File: src/rtl/muldiv_if.sv
// EX-stage request/result bundle between the decoder/operand path and muldiv_unit.
// Signal names follow the unit's port list: _i flows into the unit, _o flows out.
interface muldiv_if #(
    parameter int XLEN = 32
);
    logic            start_i;
    logic            sel_i;
    logic [1:0]      op_mul_i;
    logic [1:0]      op_div_i;
    logic [XLEN-1:0] opa_i;
    logic [XLEN-1:0] opb_i;
    logic            flush_i;
    logic [XLEN-1:0] result_o;
    logic            done_o;
    logic            busy_o;
    logic            stall_o;

    modport master (
        output start_i, sel_i, op_mul_i, op_div_i, opa_i, opb_i, flush_i,
        input  result_o, done_o, busy_o, stall_o
    );

    modport slave (
        input  start_i, sel_i, op_mul_i, op_div_i, opa_i, opb_i, flush_i,
        output result_o, done_o, busy_o, stall_o
    );
endinterface

File: src/rtl/muldiv_unit.sv
// Iterative RV32M multiply/divide: shift-add multiply and restoring divide on
// operand magnitudes, one bit per cycle, sign fix-up folded into the final edge.
module muldiv_unit #(
    parameter int XLEN = 32
) (
    input  logic     clk_i,
    input  logic     reset_i,
    muldiv_if.slave  bus
);
    localparam int CW = $clog2(XLEN) + 1;

    typedef enum logic [1:0] {S_IDLE, S_RUN, S_DONE} state_e;

    state_e            state_q, state_d;
    logic [CW-1:0]     cnt_q, cnt_d;
    logic [2*XLEN-1:0] acc_q, acc_d;
    logic [XLEN-1:0]   b_q, b_d;
    logic              sel_q, sel_d;
    logic [1:0]        op_q, op_d;
    logic              neg_q, neg_d;
    logic              sgn_a_q, sgn_a_d;
    logic [XLEN-1:0]   result_q, result_d;
    logic              done_q, done_d;

    logic              sa, sb, div_zero, div_ovf;
    logic [XLEN-1:0]   mag_a, mag_b;
    logic [XLEN:0]     mul_sum, rem_sh, trial;
    logic [2*XLEN-1:0] mul_step, div_step, it, prod;
    logic [XLEN-1:0]   quo_f, rem_f, fin;

    always_comb begin
        // Signedness per op: MULHSU treats opb unsigned, odd div ops are unsigned.
        sa       = bus.opa_i[XLEN-1] & (bus.sel_i ? ~bus.op_div_i[0] : (bus.op_mul_i != 2'b11));
        sb       = bus.opb_i[XLEN-1] & (bus.sel_i ? ~bus.op_div_i[0] : ~bus.op_mul_i[1]);
        mag_a    = sa ? (~bus.opa_i + 1'b1) : bus.opa_i;
        mag_b    = sb ? (~bus.opb_i + 1'b1) : bus.opb_i;
        div_zero = (bus.opb_i == '0);
        div_ovf  = ~bus.op_div_i[0] && (bus.opa_i == {1'b1, {(XLEN-1){1'b0}}}) && (bus.opb_i == '1);

        // Multiply: acc = {partial product, remaining multiplier bits}.
        mul_sum  = {1'b0, acc_q[2*XLEN-1:XLEN]} + (acc_q[0] ? {1'b0, b_q} : '0);
        mul_step = {mul_sum, acc_q[XLEN-1:1]};
        // Divide: acc = {partial remainder, dividend bits shifting into quotient}.
        rem_sh   = acc_q[2*XLEN-1:XLEN-1];
        trial    = rem_sh - {1'b0, b_q};
        div_step = trial[XLEN] ? {rem_sh[XLEN-1:0], acc_q[XLEN-2:0], 1'b0}
                               : {trial[XLEN-1:0], acc_q[XLEN-2:0], 1'b1};
        it       = sel_q ? div_step : mul_step;

        prod  = neg_q ? (~it + 1'b1) : it;
        quo_f = neg_q ? (~it[XLEN-1:0] + 1'b1) : it[XLEN-1:0];
        rem_f = sgn_a_q ? (~it[2*XLEN-1:XLEN] + 1'b1) : it[2*XLEN-1:XLEN];
        if (sel_q) fin = op_q[1] ? rem_f : quo_f;
        else       fin = (op_q == 2'b00) ? prod[XLEN-1:0] : prod[2*XLEN-1:XLEN];

        state_d  = state_q;
        cnt_d    = cnt_q;
        acc_d    = acc_q;
        b_d      = b_q;
        sel_d    = sel_q;
        op_d     = op_q;
        neg_d    = neg_q;
        sgn_a_d  = sgn_a_q;
        result_d = result_q;
        done_d   = 1'b0;

        unique case (state_q)
            S_IDLE: if (bus.start_i) begin
                sel_d   = bus.sel_i;
                op_d    = bus.sel_i ? bus.op_div_i : bus.op_mul_i;
                neg_d   = sa ^ sb;
                sgn_a_d = sa;
                cnt_d   = CW'(XLEN);
                acc_d   = {{XLEN{1'b0}}, bus.sel_i ? mag_a : mag_b};
                b_d     = bus.sel_i ? mag_b : mag_a;
                if (bus.sel_i && (div_zero || div_ovf)) begin
                    state_d = S_DONE;
                    done_d  = 1'b1;
                    if (div_zero) result_d = bus.op_div_i[1] ? bus.opa_i : '1;
                    else          result_d = bus.op_div_i[1] ? '0 : {1'b1, {(XLEN-1){1'b0}}};
                end else begin
                    state_d = S_RUN;
                end
            end
            S_RUN: begin
                acc_d = it;
                cnt_d = cnt_q - 1'b1;
                if (cnt_q == CW'(1)) begin
                    state_d  = S_DONE;
                    done_d   = 1'b1;
                    result_d = fin;
                end
            end
            default: state_d = S_IDLE;
        endcase

        // Flush wins over everything: abort without touching the visible result.
        if (bus.flush_i) begin
            state_d  = S_IDLE;
            done_d   = 1'b0;
            result_d = result_q;
        end
    end

    always_ff @(posedge clk_i) begin
        if (reset_i) begin
            state_q  <= S_IDLE;
            cnt_q    <= '0;
            acc_q    <= '0;
            b_q      <= '0;
            sel_q    <= 1'b0;
            op_q     <= 2'b00;
            neg_q    <= 1'b0;
            sgn_a_q  <= 1'b0;
            result_q <= '0;
            done_q   <= 1'b0;
        end else begin
            state_q  <= state_d;
            cnt_q    <= cnt_d;
            acc_q    <= acc_d;
            b_q      <= b_d;
            sel_q    <= sel_d;
            op_q     <= op_d;
            neg_q    <= neg_d;
            sgn_a_q  <= sgn_a_d;
            result_q <= result_d;
            done_q   <= done_d;
        end
    end

    assign bus.result_o = result_q;
    assign bus.done_o   = done_q;
    assign bus.busy_o   = (state_q != S_IDLE);
    assign bus.stall_o  = ~reset_i & (((state_q == S_IDLE) & bus.start_i & ~bus.flush_i)
                                      | (state_q == S_RUN));
endmodule

File: src/flat_wrapper.sv
// flat-port wrapper written by rule: the top's interface ports become plain ports
module muldiv_unit_flat 
#(
    parameter int XLEN = 32
)
  (clk_i, reset_i, bus_start_i, bus_sel_i, bus_op_mul_i, bus_op_div_i, bus_opa_i, bus_opb_i, bus_flush_i, bus_result_o, bus_done_o, bus_busy_o, bus_stall_o);
  muldiv_if #(.XLEN(XLEN)) bus_i ();
  input  logic clk_i;
  input  logic reset_i;
  input wire logic [$bits(bus_i.start_i)-1:0] bus_start_i;
  input wire logic [$bits(bus_i.sel_i)-1:0] bus_sel_i;
  input wire logic [$bits(bus_i.op_mul_i)-1:0] bus_op_mul_i;
  input wire logic [$bits(bus_i.op_div_i)-1:0] bus_op_div_i;
  input wire logic [$bits(bus_i.opa_i)-1:0] bus_opa_i;
  input wire logic [$bits(bus_i.opb_i)-1:0] bus_opb_i;
  input wire logic [$bits(bus_i.flush_i)-1:0] bus_flush_i;
  output wire logic [$bits(bus_i.result_o)-1:0] bus_result_o;
  output wire logic [$bits(bus_i.done_o)-1:0] bus_done_o;
  output wire logic [$bits(bus_i.busy_o)-1:0] bus_busy_o;
  output wire logic [$bits(bus_i.stall_o)-1:0] bus_stall_o;
  assign bus_i.start_i = bus_start_i;
  assign bus_i.sel_i = bus_sel_i;
  assign bus_i.op_mul_i = bus_op_mul_i;
  assign bus_i.op_div_i = bus_op_div_i;
  assign bus_i.opa_i = bus_opa_i;
  assign bus_i.opb_i = bus_opb_i;
  assign bus_i.flush_i = bus_flush_i;
  assign bus_result_o = bus_i.result_o;
  assign bus_done_o = bus_i.done_o;
  assign bus_busy_o = bus_i.busy_o;
  assign bus_stall_o = bus_i.stall_o;
  muldiv_unit #(.XLEN(XLEN)) u_core (.clk_i(clk_i), .reset_i(reset_i), .bus(bus_i));
endmodule
File: config.mk
export PLATFORM = sky130hd
export DESIGN_NAME = muldiv_unit_flat
export DESIGN_NICKNAME = d
export VERILOG_FILES = /design/src/rtl/muldiv_if.sv /design/src/rtl/muldiv_unit.sv /design/src/flat_wrapper.sv
export SDC_FILE = /design/constraint.sdc
export NUM_CORES = 1
export LEC_CHECK = 0
export BUFFER_PORTS_ARGS = -buffer_cell sky130_fd_sc_hd__buf_2
export CORE_MARGIN = 4
export CORE_UTILIZATION = 40
export CTS_BUF_LIST = sky130_fd_sc_hd__clkbuf_8
export DETAILED_ROUTE_END_ITERATION = 10
export HOLD_SLACK_MARGIN = 0.06
export SLEW_MARGIN = 0
export SYNTH_ARGS = -nofsm -noshare
export SYNTH_HDL_FRONTEND = slang
export SYNTH_SLANG_ARGS = --single-unit
File: constraint.sdc
create_clock -name clk_i -period 12.6 [get_ports clk_i]
set_input_delay 1.26 -clock clk_i [delete_from_list [all_inputs] [get_ports clk_i]]
set_output_delay 1.26 -clock clk_i [all_outputs]
set_load 0.02 [all_outputs]
==> impl_metrics.env, run 1 <==
export IMPL_io_pins=108
export IMPL_coreArea_um2=40100
export IMPL_synth_compound_area_share_pct=31.9
export IMPL_path_common_cell="ha_1"
export IMPL_hp_start="u_core.b_q[29]"
export IMPL_cpLargestDelayFamily="compound AO/OA/AOI/OAI gates"
export IMPL_wl_met2_mm=31.3
export IMPL_fill_cells=4247
export IMPL_layout_nets=2494
export IMPL_period_needed_ns=6.47
export IMPL_grt_overflow_total=0
export IMPL_clkTransAtPathRegs_ns=0.09
export IMPL_reg2reg_slack_ns=6.13
export IMPL_viasPerCell=6.40
export IMPL_synth_mux_area_share_pct=3.54
export IMPL_r2r_cells=22
export IMPL_die_area_um2=44200
export IMPL_grt_max_degree=88
export IMPL_synth_edff_count=0
export IMPL_cts_buffer_depth=2
export IMPL_drv_cap=0
export IMPL_cts_setup_buffers=0
export IMPL_setup_worst_path_end_class="flip-flop"
export IMPL_final_max_slew_violation_count=0
export IMPL_setup_viol=0
export IMPL_firstDrtPassIters=6
export IMPL_syn_to_final_growth_pct=7.85
export IMPL_p_switching_w=0.000676
export IMPL_wirelength_mm=71.8
export IMPL_max_stage_delay_ns=0.51
export IMPL_synth_async_reset_ratio_pct=0
export IMPL_cts_tree="built"
export IMPL_dp_hpwl_mm=55.8
export IMPL_num_rows=73
export IMPL_drc=0
export IMPL_synth_avg_cell_area_um2=6.97
export IMPL_min_path_cells=2
export IMPL_top_layer="met4"
export IMPL_die_height_um=210
export IMPL_cp_start_kind="flip-flop"
export IMPL_cts_max_level=4
export IMPL_insertion_delay_ns=0.51
export IMPL_worst_pin_slew_ns=1.23
export IMPL_hold_slack_ns=0.467
export IMPL_vdd_ir_drop_max_uv=76.8
export IMPL_fin_skew_ns=0.0181
export IMPL_numPortBuffers=107
export IMPL_seqPwrFrac_pct=31.5
export IMPL_cts_root_buffer="clkbuf_8"
export IMPL_cts_hold_buf=0
export IMPL_status="finished clean"
export IMPL_vias=18468
export IMPL_p_sw_share_pct=42.7
export IMPL_synth_xor_area_share_pct=10.2
export IMPL_design_area_um2=17600
export IMPL_clkSinkCount=142
export IMPL_ys_flop_type="dfxtp_1"
export IMPL_yosys_area_share_simple_pct=25.7
export IMPL_crit_required_ns=12.99
export IMPL_r2r_start="u_core.acc_q[31]"
export IMPL_met1_length_mm=30.4
export IMPL_whs_endpoint="u_core.b_q[29]"
export IMPL_dp_cells=2854
export IMPL_power_frac_clock_pct=27.3
export IMPL_grt_pass1_wl_mm=106
export IMPL_syn_area_um2=16300
export IMPL_yosysWarnings=0
export IMPL_crit_slowest_cell="or4_1"
export IMPL_numCtsBuffers=17
export IMPL_finalCoreUtilization_pct=44.0
export IMPL_diodes=0
export IMPL_place_congestion=1.04
export IMPL_hp_class="reg2reg"
export IMPL_syn_nets=2489
export IMPL_drive_above_1_share_pct=10.8
export IMPL_relSlewSlack_pct=15.5
export IMPL_fin_crit_sh_pct=51.4
export IMPL_wl_met3_mm=6.88
export IMPL_yosysMostFrequentCell="nand2_1"
export IMPL_cts_resized=0
export IMPL_ys_top_cells_by_area="dfxtp_1 17%, a21oi_1 7.4%, xnor2_1 6.5%"
export IMPL_drtIter0Drc=2331
export IMPL_yosysSeqAreaShare_pct=17.4
export IMPL_crit_chain="inv_1 > ha_1 > fa_1 > nand2b_1 > a21o_2 > a32oi_2 > a211o_1 > a31oi_4 > xnor2_4 > nor2_2 > a21oi_1 > ha_1 > o2111ai_1 > nor3b_1 > nand2_1 > or4_1 > a211oi_1 > nand4b_1 > o41ai_1 > xor2_1 > o221ai_1 > o21ai_1"
export IMPL_start_util_pct=40.8
export IMPL_power_density_nw_per_um2=89.9
export IMPL_ant_nets=0
export IMPL_synth_adder_area_share_pct=5.68
export IMPL_p_leak_nw=6.53
export IMPL_rsz0062_at_grt="no"
export IMPL_fmaxAchievable_mhz=155
export IMPL_worst_path_buf_inv=1
export IMPL_die_width_um=210
export IMPL_arrival_ns=6.86
export IMPL_comb_power_share_pct=41.2
export IMPL_yosysTopAreaCell="dfxtp_1"
export IMPL_finalNonFillerCells=2886
export IMPL_synth_top_family_by_area="compound AO/OA/AOI/OAI gates"
export IMPL_grt_usage_pct=30.9
export IMPL_timing_rr_end="u_core.bus.result_o[28]"
export IMPL_post_drt_wl_per_cell_um=24.9
export IMPL_p_int_w=0.000909
export IMPL_placed_area_um2=17200
export IMPL_path_max_fanout=12
export IMPL_synth_commonest_cells="271 x nand2_1, 255 x nor2_1, 243 x a21oi_1"
export IMPL_crit_type="reg2reg"
export IMPL_synth_top_area_share_pct=17.4
export IMPL_hold_violations=0
export IMPL_antenna_found_initial=0
export IMPL_syn_inst=2343
export IMPL_grt_pass1_vias=16750
export IMPL_fin_tns_setup_ns=0
export IMPL_synth_seq_cells=142
export IMPL_yosys_cell_types_count=105
routing by layer:
layer  vias to the layer above  GRT usage, %
met4                         0          12.6
li1                       8603             -
met1                      8770          42.9
met5                         -             0
met2                       956          47.4
met3                       139          5.55
tightest hold or removal path, delay by kind of cell (launching register included):
kind             cells  cell delay [ns]
AND/OR/NAND/NOR      1             0.06
AO/OA/AOI/OAI        1             0.05
flip-flops           1             0.32
per-stage QoR:
stage	setup WS (ns)	total power, W
after floorplan	7.24	0.000931
final	6.13	0.00159
after global routing	5.63	0.00164
after CTS	6.29	0.00157
after global placement	6.45	0.00113
after detailed placement	6.30	0.00114
power groups by stage:
stage / sequential, W / clock [W] / combinational [W]
2_1_floorplan: 0.000495 / 0 / 0.000437
3_3_place_gp: 0.000507 / 0 / 0.000625
3_5_place_dp: 0.000508 / 0 / 0.000629
4_1_cts: 0.000498 / 0.000436 / 0.000632
5_1_grt: 0.000501 / 0.000449 / 0.000694
6_report: 0.000499 / 0.000433 / 0.000654
cell usage in the layout, fill, tap and decap left out, types with 7 or more instances in the layout:
cell type | synthesis | layout
o22ai_1 | 9 | 9
buf_4 | 1 | 33
nand3_1 | 46 | 46
clkbuf_8 | 0 | 20
a31o_2 | 8 | 8
clkinv_2 | 0 | 7
inv_1 | 69 | 69
buf_2 | 15 | 106
or2_2 | 9 | 9
a31oi_1 | 33 | 33
a21o_1 | 20 | 20
nand4_1 | 26 | 26
nor3_1 | 66 | 66
nand2_1 | 271 | 270
a21oi_1 | 243 | 242
a311oi_1 | 19 | 19
mux2i_1 | 41 | 41
nand2b_1 | 24 | 23
and3_1 | 13 | 13
o31ai_1 | 30 | 30
o211ai_1 | 70 | 70
xnor2_1 | 121 | 121
xor2_1 | 65 | 65
or4_1 | 13 | 13
or3_1 | 27 | 27
o41ai_1 | 13 | 13
nor2_1 | 255 | 253
a221oi_1 | 25 | 25
dfxtp_1 | 142 | 140
and2_1 | 45 | 44
o2111ai_1 | 7 | 7
mux2_2 | 14 | 14
ha_1 | 71 | 71
o21a_1 | 16 | 16
nor4_1 | 26 | 25
a22oi_1 | 9 | 9
nor2b_1 | 9 | 8
a211oi_1 | 26 | 26
o21ai_0 | 158 | 158
flip-flops by register name (all words and copies together) (netlist names):
| signal | count |
|---|---|
| u_core.bus.result_o | 32 |
| u_core.b_q | 32 |
| u_core.cnt_q | 6 |
| u_core.neg_q | 1 |
| u_core.op_q | 2 |
| u_core.sgn_a_q | 1 |
| u_core.acc_q | 64 |
| u_core.bus.done_o | 1 |
| u_core.state_q | 2 |
| u_core.sel_q | 1 |
cell type report:
class	instances	area, um^2	share of cell area, %
clock inverter	12	164	0.930
timing repair buffer	139	778	4.42
tap	525	657	3.73
sequential	142	2850	16.2
clock buffer	20	275	1.56
inverter	70	263	1.49
multi-input combinational	1978	12600	71.7
kinds of logic after synthesis:
logic type	Yosys count
buf+inv	223
mux	56
fa+ha+maj	73
xor+xnor	188
compound gates	783
simple gates	878
flops	142
how the worst max path moves through the flow:
stage                     startpoint                      end  depth (start not counted)
floorplan           u_core.acc_q[31]  u_core.bus.result_o[28]                         23
global placement    u_core.acc_q[31]  u_core.bus.result_o[28]                         22
detailed placement  u_core.acc_q[31]  u_core.bus.result_o[22]                         22
CTS                 u_core.acc_q[31]  u_core.bus.result_o[22]                         22
global route        u_core.acc_q[31]  u_core.bus.result_o[22]                         22
finish              u_core.acc_q[31]  u_core.bus.result_o[28]                         22
Power figures use the tool's default switching activity.
==> inputs of run 2 (changes only) <==
==> constraint.sdc (replaced) <==
create_clock -name clk_i -period 5.7 [get_ports clk_i]
set_input_delay 0.57 -clock clk_i [delete_from_list [all_inputs] [get_ports clk_i]]
set_output_delay 0.57 -clock clk_i [all_outputs]
set_load 0.02 [all_outputs]
==> run 2 against run 1 <==
Sequential share of layout area decreased by 0.28 points; register-to-register slack got worse by 5.8 ns; power increased by 120%; first-iteration DRC count decreased by 2.1%; global-route usage increased by 0.59 points; worst hold slack got worse by 0.17 ns; combinational power increased by 130%; design area increased by 1.7%; critical path depth decreased by 6; clock skew decreased by 0.0025 ns; critical path type unchanged.
==> impl_metrics.env, run 2 (synthesis results as in run 1) <==
export IMPL_grt_overflow_total=0
export IMPL_die_area_um2=44200
export IMPL_p_sw_share_pct=43.3
export IMPL_ant_nets=0
export IMPL_startpoint="u_core.acc_q[54]"
export IMPL_whs_endpoint="u_core.state_q[0]"
export IMPL_numCtsBuffers=17
export IMPL_seqPwrFrac_pct=31.0
export IMPL_reg2reg_slack_ns=0.28
export IMPL_hold_violations=0
export IMPL_cts_root_buffer="clkbuf_8"
export IMPL_final_max_slew_violation_count=0
export IMPL_final_common_cell="nand2_1"
export IMPL_drtIter0Drc=2282
export IMPL_dp_hpwl_mm=56.6
export IMPL_io_pins=108
export IMPL_die_height_um=210
export IMPL_syn_to_final_growth_pct=9.72
export IMPL_grt_max_degree=91
export IMPL_die_width_um=210
export IMPL_comb_power_share_pct=41.7
export IMPL_grt_pass1_wl_mm=108
export IMPL_setup_worst_path_end_class="flip-flop"
export IMPL_min_path_cells=2
export IMPL_grt_pass1_vias=16886
export IMPL_clkSinkCount=142
export IMPL_numPortBuffers=107
export IMPL_insertion_delay_ns=0.51
export IMPL_hp_class="in2reg"
export IMPL_coreArea_um2=40100
export IMPL_p_switching_w=0.00154
export IMPL_grt_usage_pct=31.5
export IMPL_fin_crit_sh_pct=95.0
export IMPL_num_rows=73
export IMPL_regMostFlops="u_core.acc_q"
export IMPL_drc=0
export IMPL_antenna_found_initial=5
export IMPL_power_density_nw_per_um2=198
export IMPL_fin_skew_ns=0.0156
export IMPL_drive_above_1_share_pct=12.3
export IMPL_vdd_ir_drop_max_uv=148
export IMPL_viasPerCell=6.46
export IMPL_fmaxAchievable_mhz=185
export IMPL_cp_start_kind="flip-flop"
export IMPL_arrival_ns=5.83
export IMPL_power_frac_clock_pct=27.2
export IMPL_path_max_fanout=36
export IMPL_status="finished clean"
export IMPL_layout_common_cells="270 x nand2_1, 254 x nor2_1, 241 x a21oi_1"
export IMPL_p_int_w=0.00201
export IMPL_worst_pin_slew_ns=1.08
export IMPL_p_leak_nw=6.70
export IMPL_cts_tree="built"
export IMPL_hp_start="bus_flush_i"
export IMPL_cts_hold_buf=0
export IMPL_timing_rr_end="u_core.bus.result_o[31]"
export IMPL_drv_cap=0
export IMPL_largest_reg_flops=64
export IMPL_setup_viol=0
export IMPL_clkTransAtPathRegs_ns=0.09
export IMPL_power_total_w=0.00355
export IMPL_cts_max_level=4
export IMPL_layout_nets=2530
export IMPL_cts_setup_buffers=0
export IMPL_start_util_pct=40.8
export IMPL_crit_type="reg2reg"
export IMPL_fin_tns_setup_ns=0
export IMPL_firstDrtPassIters=6
export IMPL_place_congestion=1.03
export IMPL_vias=18892
export IMPL_cts_buffer_depth=2
export IMPL_crit_required_ns=6.11
export IMPL_rsz0062_at_grt="no"
export IMPL_post_drt_wl_per_cell_um=24.9
export IMPL_r2r_cells=16
export IMPL_relSlewSlack_pct=26.4
export IMPL_r2r_start="u_core.acc_q[54]"
export IMPL_period_needed_ns=5.42
export IMPL_wirelength_mm=72.8
run 2: worst max-delay path, cell delays in order, from the launching register on:
cell and delay [ns]:
dfxtp_1 0.52, ha_1 0.38, a21oi_1 0.36, nor2_1 0.13
a2111oi_4 0.24, o211ai_2 0.19, a31oi_4 0.26, buf_4 0.27
xnor2_4 0.14, buf_4 0.47, mux2_2 0.42, a221oi_2 0.35
nand2_1 0.20, or4_1 0.55, nor4_1 0.38, o211ai_1 0.14
a32o_1 0.26
run 2: layout make-up:
type,instances,area (um^2)
clock inverter,15,209
fill,4213,22200
multi-input combinational,1978,12700
sequential,142,2850
timing repair buffer,175,1050
clock buffer,17,234
antenna,1,2.50
inverter,70,263
tap,525,657
run 2: per-layer routing:
| metal | up-vias | wire [um] | track usage (%) |
|---|---|---|---|
| li1 | 8701 | - | - |
| met1 | 8979 | 30800 | 42.9 |
| met2 | 1019 | 31400 | 48.0 |
| met3 | 189 | 6960 | 7.02 |
| met4 | 4 | 3590 | 13.5 |
| met5 | - | 26 | 0 |
run 2: worst max-delay path by stage:
stage / to / depth (start not counted)
floorplan: u_core.bus.result_o[28] / 23
global placement: u_core.bus.result_o[22] / 24
detailed placement: u_core.bus.result_o[22] / 24
CTS: u_core.bus.result_o[22] / 24
global route: u_core.bus.result_o[22] / 23
finish: u_core.bus.result_o[31] / 16
run 2: power groups by stage:
stage / Combinational [W] / Sequential, W / Clock [W]
6_report: 0.00148 / 0.00110 / 0.000967
5_1_grt: 0.00158 / 0.00111 / 0.00102
4_1_cts: 0.00143 / 0.00110 / 0.000975
3_5_place_dp: 0.00143 / 0.00112 / 0
3_3_place_gp: 0.00142 / 0.00112 / 0
2_1_floorplan: 0.000965 / 0.00109 / 0
run 2: timing repair:
| item | CTS | global route |
|---|---|---|
| setup endpoints to repair | 0 | 5 |
| endpoints found under the hold margin | 0 | 0 |
| resized for setup | 0 | 6 |
run 2: per-stage QoR:
step / setup slack (ns) / util, % / cells / hold WS (ns) / area (um^2)
floorplan: 0.343 / - / 2343 / 0.440 / 16300
global placement: 0.338 / 43.5 / 2890 / 0.452 / 17500
detailed placement: 0.210 / 43.5 / 2890 / 0.463 / 17500
CTS: 0.171 / 44.6 / 2922 / 0.275 / 17900
global route: 0.0132 / 44.7 / 2922 / 0.286 / 17900
finish: 0.283 / 44.7 / 2923 / 0.301 / 17900
